--- config.mk ---
export PLATFORM = sky130hd
export DESIGN_NAME = alu_display_driver
export DESIGN_NICKNAME = d
export VERILOG_FILES = /design/src/rtl/alu_display_driver.sv
export SDC_FILE = /design/constraint.sdc
export NUM_CORES = 1
export LEC_CHECK = 0
export CAP_MARGIN = 20
export CORE_AREA = 8 8 87 89
export CTS_CLUSTER_DIAMETER = 60
export DETAILED_ROUTE_END_ITERATION = 10
export DIE_AREA = 0 0 95 97
export GPL_ROUTABILITY_DRIVEN = 0
export PLACE_DENSITY = 0.66
export SLEW_MARGIN = 20
export SYNTH_ARGS = -nofsm -noshare
export SYNTH_HDL_FRONTEND = slang
export SYNTH_SLANG_ARGS = --single-unit
--- constraint.sdc ---
create_clock -name clk -period 2.75 [get_ports clk]
set_input_delay 0.55 -clock clk [delete_from_list [all_inputs] [get_ports clk]]
set_output_delay 0.55 -clock clk [all_outputs]
set_load 0.1 [all_outputs]
--- src/rtl/alu_display_driver.sv ---
// rtl/alu_display_driver.sv - captures one ALU result and multiplexes it onto a two-digit 7-segment display
// Error results show "Er" blinking; an empty display shows dashes.
module alu_display_driver #(
  parameter int REFRESH_DIV = 1000,
  parameter int HOLD_CYCLES = 16,
  parameter int BLINK_DIV   = 500000
) (
  input  logic       clk,
  input  logic       rst_n,
  input  logic       ena,
  input  logic       in_valid,
  output logic       in_ready,
  input  logic [3:0] dec_bcd,
  input  logic [3:0] unit_bcd,
  input  logic       zero_in,
  input  logic       error_in,
  output logic [6:0] seg,
  output logic [1:0] dig_en,
  output logic       zero_led,
  output logic       err_led
);

  localparam int RW = (REFRESH_DIV > 2) ? $clog2(REFRESH_DIV) : 1;
  localparam int HW = $clog2(HOLD_CYCLES + 1);
  localparam int BW = (BLINK_DIV > 2) ? $clog2(BLINK_DIV) : 1;
  localparam logic [RW-1:0] REF_MAX   = RW'(REFRESH_DIV - 1);
  localparam logic [HW-1:0] HOLD_MAX  = HW'(HOLD_CYCLES - 1);
  localparam logic [BW-1:0] BLINK_MAX = BW'(BLINK_DIV - 1);

  typedef enum logic [1:0] {S_IDLE, S_HOLD, S_SHOW} state_t;

  state_t        state;
  logic [HW-1:0] hold_cnt;
  logic [RW-1:0] ref_cnt;
  logic [BW-1:0] blink_cnt;
  logic          dig_sel;
  logic          blink_ph;
  logic [3:0]    tens_q;
  logic [3:0]    units_q;
  logic          zero_q;
  logic          err_q;
  logic [6:0]    seg_raw;

  function automatic logic [6:0] enc(input logic [3:0] d);
    case (d)
      4'd0:    enc = 7'h3F;
      4'd1:    enc = 7'h06;
      4'd2:    enc = 7'h5B;
      4'd3:    enc = 7'h4F;
      4'd4:    enc = 7'h66;
      4'd5:    enc = 7'h6D;
      4'd6:    enc = 7'h7D;
      4'd7:    enc = 7'h07;
      4'd8:    enc = 7'h7F;
      4'd9:    enc = 7'h6F;
      default: enc = 7'h00;
    endcase
  endfunction

  assign in_ready = ena && (state != S_HOLD);

  always_ff @(posedge clk or negedge rst_n) begin
    if (!rst_n) begin
      state     <= S_IDLE;
      hold_cnt  <= '0;
      ref_cnt   <= '0;
      blink_cnt <= '0;
      dig_sel   <= 1'b0;
      blink_ph  <= 1'b0;
      tens_q    <= '0;
      units_q   <= '0;
      zero_q    <= 1'b0;
      err_q     <= 1'b0;
    end else if (ena) begin
      if (ref_cnt == REF_MAX) begin
        ref_cnt <= '0;
        dig_sel <= ~dig_sel;
      end else begin
        ref_cnt <= ref_cnt + 1'b1;
      end

      if (blink_cnt == BLINK_MAX) begin
        blink_cnt <= '0;
        blink_ph  <= ~blink_ph;
      end else begin
        blink_cnt <= blink_cnt + 1'b1;
      end

      case (state)
        S_HOLD: begin
          if (hold_cnt == HOLD_MAX) begin
            state    <= S_SHOW;
            hold_cnt <= '0;
          end else begin
            hold_cnt <= hold_cnt + 1'b1;
          end
        end
        default: begin
          // Capture restarts the blink so an error always opens visible.
          if (in_valid) begin
            state     <= S_HOLD;
            hold_cnt  <= '0;
            tens_q    <= dec_bcd;
            units_q   <= unit_bcd;
            zero_q    <= zero_in;
            err_q     <= error_in || (dec_bcd > 4'd9) || (unit_bcd > 4'd9);
            blink_cnt <= '0;
            blink_ph  <= 1'b0;
          end
        end
      endcase
    end
  end

  always_comb begin
    seg_raw = 7'h40;
    if (state != S_IDLE) begin
      if (err_q) begin
        seg_raw = blink_ph ? 7'h00 : (dig_sel ? 7'h79 : 7'h50);
      end else if (dig_sel) begin
        seg_raw = (tens_q == 4'd0) ? 7'h00 : enc(tens_q);
      end else begin
        seg_raw = enc(units_q);
      end
    end
  end

  assign seg      = ena ? seg_raw : 7'h00;
  assign dig_en   = ena ? (dig_sel ? 2'b10 : 2'b01) : 2'b00;
  assign zero_led = zero_q && !err_q;
  assign err_led  = err_q;

endmodule

; Word level (Yosys, flattened, before mapping)
; Memories as Yosys holds them, arrays and structs flattened.
; Cells that the tools add are included.
[op_classes]
addsub = 3
n_mul = 0
n_div = 0
n_lt_le_gt_ge = 2
eq_ne = 6
shifts = 0
n_mux = 22
bitwise_logic = 3
n_reduce_logical = 12
[op_table]
columns = op, count
row1 = $mux W19, 3
row2 = $mux W7, 6
row3 = $add A19 B1 Y19 const B, 1
row4 = $eq A19 B19 Y1 const B, 1
row5 = $mux W5, 3
row6 = $add A10 B1 Y10 const B, 1
row7 = $eq A10 B10 Y1 const B, 1
row8 = $mux W10, 1
row9 = $mux W2, 5
row10 = $gt A4 B4 Y1 const B, 2
row11 = $mux W6, 1
row12 = $reduce_and A3 Y1, 2
row13 = $add A5 B1 Y5 const B, 1
row14 = $eq A5 B4 Y1 const B, 1
row15 = $logic_not A4 Y1, 1
row16 = $reduce_and A2 Y1, 2
row17 = $reduce_bool A2 Y1, 2
row18 = $mux W1, 3
row19 = $not A1 Y1, 3
row20 = $eq A2 B1 Y1 const B, 1
row21 = $logic_and A1 B1 Y1, 2
row22 = $logic_or A1 B1 Y1, 2
row23 = $ne A2 B1 Y1 const B, 1
row24 = $ne A2 B2 Y1 const B, 1
row25 = $logic_not A1 Y1, 1
[totals]
register_bits = 48
latch_bits = 0
ramBits = 0
rom_bits = 224
inputBits = 14
output_inout_bits = 12
wordCells = 60
mem_count = 2
[memory_table]
columns = name, depth, word_bits, read_ports, rd_ports_with_merged_regs, write_ports, line_no
row1 = (name not given), 16, 7, 1, 0, 0, 45  ; case (d)
row2 = (name not given), 16, 7, 1, 0, 0, 45

; Logic depth before layout (Yosys ltp)
[logic_depth]
ltp_word = 6
depth_mapped = 7

; Worst setup path before layout
; No wires, ideal clock.
[synth_timing]
path_kind = input -> output
start = input ena
end = output seg[0]
arrival_ns = 3.597
setup_slack_ns = -1.397
cell_stages = 5
path_cell_list = buf_2 -> clkbuf_1 -> o21ai_0 -> a21oi_1 -> a21boi_0
[synth_via]
elab_chain_cells = 1
[synth_rtl]
columns = element, line_no
row1 = start: declaration, 10  ; input logic ena,
row2 = $mux W7, 128  ; assign seg = ena ? seg_raw : 7'h00;
row3 = end: declaration, 17  ; output logic [6:0] seg,
; No other way between the ends.

; Final worst setup path
[layout_timing]
start = register tens_q[0]
end = output seg[2]
[layout_via]
elab_chain_cells = 6
word_cells_on_any_way = 7
cone_classes = 5 x mux / 1 x reduce/logical / 1 x memory
[layout_rtl]
columns = element, line_no
row1 = start: declaration, 38  ; logic [3:0] tens_q;
row2 = start signal: assignment, 70  ; tens_q <= '0;
row3 = start signal: assignment, 103  ; tens_q <= dec_bcd;
row4 = $mem_v2 Z16 W7 / $logic_not A4 Y1 (equally long branches), -
row5 = $mux W7 *, 121  ; seg_raw = (tens_q == 4'd0) ? 7'h00 : enc(tens_q);
row6 = $mux W7 *, 120  ; end else if (dig_sel) begin
row7 = $mux W7 *, 118  ; if (err_q) begin
row8 = $mux W7 *, 117  ; if (state != S_IDLE) begin
row9 = $mux W7 *, 128
; Every way passes the cells marked *; elsewhere a longest branch is shown, timed or not.

==> metrics.cfg <==
[power]
p_leak_uw = 0.00151
p_per_area_mw_per_mm2 = 898
total_power_uw = 3110
peakVddDrop_mv = 0.532

[timing]
slew_viol_final = 0
final_hold_viol_count = 0
period_minus_slack_ns = 2.61
finalSetupTns_ns = 0
tightest_slew_ns = 0.606
slew_headroom_pct = 59.6
setup_ws_ns = 0.144
setup_viol = 0
rsz0062_at_grt = no
fmax_ghz = 0.384
worst_clock_skew_ns = 0.00566
finalCritPeriodShare_pct = 94.7

[synth]
synth_top_cells_by_count = 48 x dfrtp_1, 30 x nor2_1, 26 x nand2_1
synth_enable_flop_cells = 0
syn_area_per_cell_um2 = 9.48
syn_inst = 298
yosysUniqueCellTypes = 52
yosys.area.top_type_share_pct = 42.5
synth_area_mm2 = 0.00283
ys_seq_elements = 48
yosysMostFrequentCell = dfrtp_1
synth-async-reset-ratio_pct = 100
yosysWarnings = 0
yosysTopAreaCell = dfrtp_1
syn-num-nets = 325
synth_seq_area_share_pct = 42.5
synth.area.top_cells = dfrtp_1 43%, ha_1 5.8%, mux2_2 4.4%
synthFlopType = dfrtp_1

[global_route]
met3_usage_pct = 3.01
met2_usage_pct = 21.4
grt_pass1_wl_mm = 10.1
antenna_found_initial = 0
grtUsageTotal_pct = 13.2
overflow = 0
busiest_layer = met2
grt_max_degree = 49
grt_pass1_vias = 2173
use_met1_pct = 16.8

[cts]
path_clk_slew_ns = 0.09
htreeDepth = 2
cts_tree = built
cts_hold_buf = 0
root_buffer = clkbuf_8
clock_sinks = 48
cts_buffers = 5
cts.path.max_buffers = 2
clock_latency_ns = 0.30

[floorplan]
die_area_mm2 = 0.00922
coreArea_mm2 = 0.00620
rows = 29
die_h_um = 97
pin_count = 26
initial_core_util_pct = 45.5
die_w_um = 95

[worst_setup_path]
cp.arrival_ns = 2.06
crit_start = tens_q[0]
worstRegToRegCells = 6
startpoint_type = flop
rr_startpoint = blink_cnt[0]
r2r_slack_ns = 0.74
crit_path_end_kind = primary output
critPathCapture = seg[2]
cp_max_fo = 5
r2r_end = blink_ph
worstPathRequired_ns = 2.20
path_class = flop to primary output

[placement]
dp_slack_ns = 0.341
hpwl_mm = 4.16
dp.cells = 395
io_buffers = 25

[layout]
post-route-util_pct = 55.8
stdcell_count = 404
nets = 353
area_growth_pct = 22.6
antenna_cells = 0
drive_above_1_share_pct = 18.0

[worst_hold_path]
hp-class = primary input to asynchronous set/reset pin

[routing]
vias = 2178
ant_nets = 0
wl_per_cell_um = 14.1
drc = 0
drt-pass1-iter-count = 4
viasPerCell = 5.39
initialDrtViolationCount = 80
drt-total-wl_mm = 5.68

[status]
status = finished, final reports clean

[run]
cap_violations = 0

==> timing repair <==
item / in CTS / in global routing
resized for setup: 0 / 2
setup endpoints to repair: 0 / 1
hold endpoints to repair: 0 / 0
setup buffers: 0 / 1
==> critical path: stages, from the launching register on <==
cell      delay, ns
dfrtp_1        0.40
inv_1          0.09
ha_1           0.23
a21oi_1        0.13
o21a_1         0.20
a21bo_2        0.26
a211oi_4       0.25
buf_12         0.21
==> flip-flops by register name, indices dropped and copies added (netlist names) <==
register and count:
ref_cnt 10, tens_q 4, units_q 4, hold_cnt 5, blink_ph 1, dig_sel 1, blink_cnt 19, state 2
err_led 1, zero_q 1
==> through the flow <==
step / cell area [um^2] / hold WS (ns)
3_3_place_gp: 3330 / 0.482
2_1_floorplan: 2890 / 0.254
6_report: 3460 / 0.324
5_1_grt: 3460 / 0.389
3_5_place_dp: 3330 / 0.496
4_1_cts: 3450 / 0.360
==> worst min-delay path by stage <==
stage,slack [ns],cells after the start,to,from
3_3_place_gp,0.48,1,zero_q,zero_q
6_report,0.32,2,tens_q[0],rst_n
4_1_cts,0.36,2,tens_q[0],rst_n
3_5_place_dp,0.50,1,zero_q,zero_q
5_1_grt,0.39,2,tens_q[2],rst_n
2_1_floorplan,0.25,0,blink_cnt[0],rst_n
==> cell families after synthesis <==
kind of cell | count (synthesis) | synth area share [%]
xor gates and xnor gates | 18 | 5.58
buffers and inverters | 22 | 3.28
AOI/OAI and AO/OA | 62 | 14.9
adders and majority gates | 13 | 5.76
and+or+nand+nor | 120 | 22.2
muxes | 15 | 5.80
DFF | 48 | 42.5
==> cell type report <==
cell class | instances | area, um^2
Clock buffer | 6 | 82.6
Clock inverter | 2 | 38.8
Fill cell | 543 | 2740
Inverter | 11 | 41.3
Multi-Input combinational cell | 228 | 1600
Sequential cell | 48 | 1200
Tap cell | 77 | 96.3
Timing Repair Buffer | 32 | 405
==> report_power, final <==
group | total (uW) | leakage (uW) | switching, uW | internal [uW]
combinational | 1460 | 0.000826 | 860 | 597
clock | 540 | 0.0000614 | 243 | 298
sequential | 1110 | 0.000620 | 242 | 872
total | 3110 | 0.00151 | 1340 | 1770
==> layout by cell type (no fill, tap or decap), types with 7 or more instances in the layout <==
cell type,instances
buf_12,11
a21oi_1,12
nand3_1,11
nand2_1,26
nand4_1,8
clkdlybuf4s50_1,12
ha_1,13
o21ai_0,20
nor2_1,28
mux2_2,11
nor3_1,7
xor2_1,9
xnor2_1,9
dfrtp_1,47
buf_4,8
inv_1,11
==> routing by layer <==
metal	routed length [um]	vias to the layer above
li1	-	1103
met3	197	12
met5	0	-
met4	96	0
met2	2700	27
met1	2690	1036
Power figures use the tool's default switching activity.
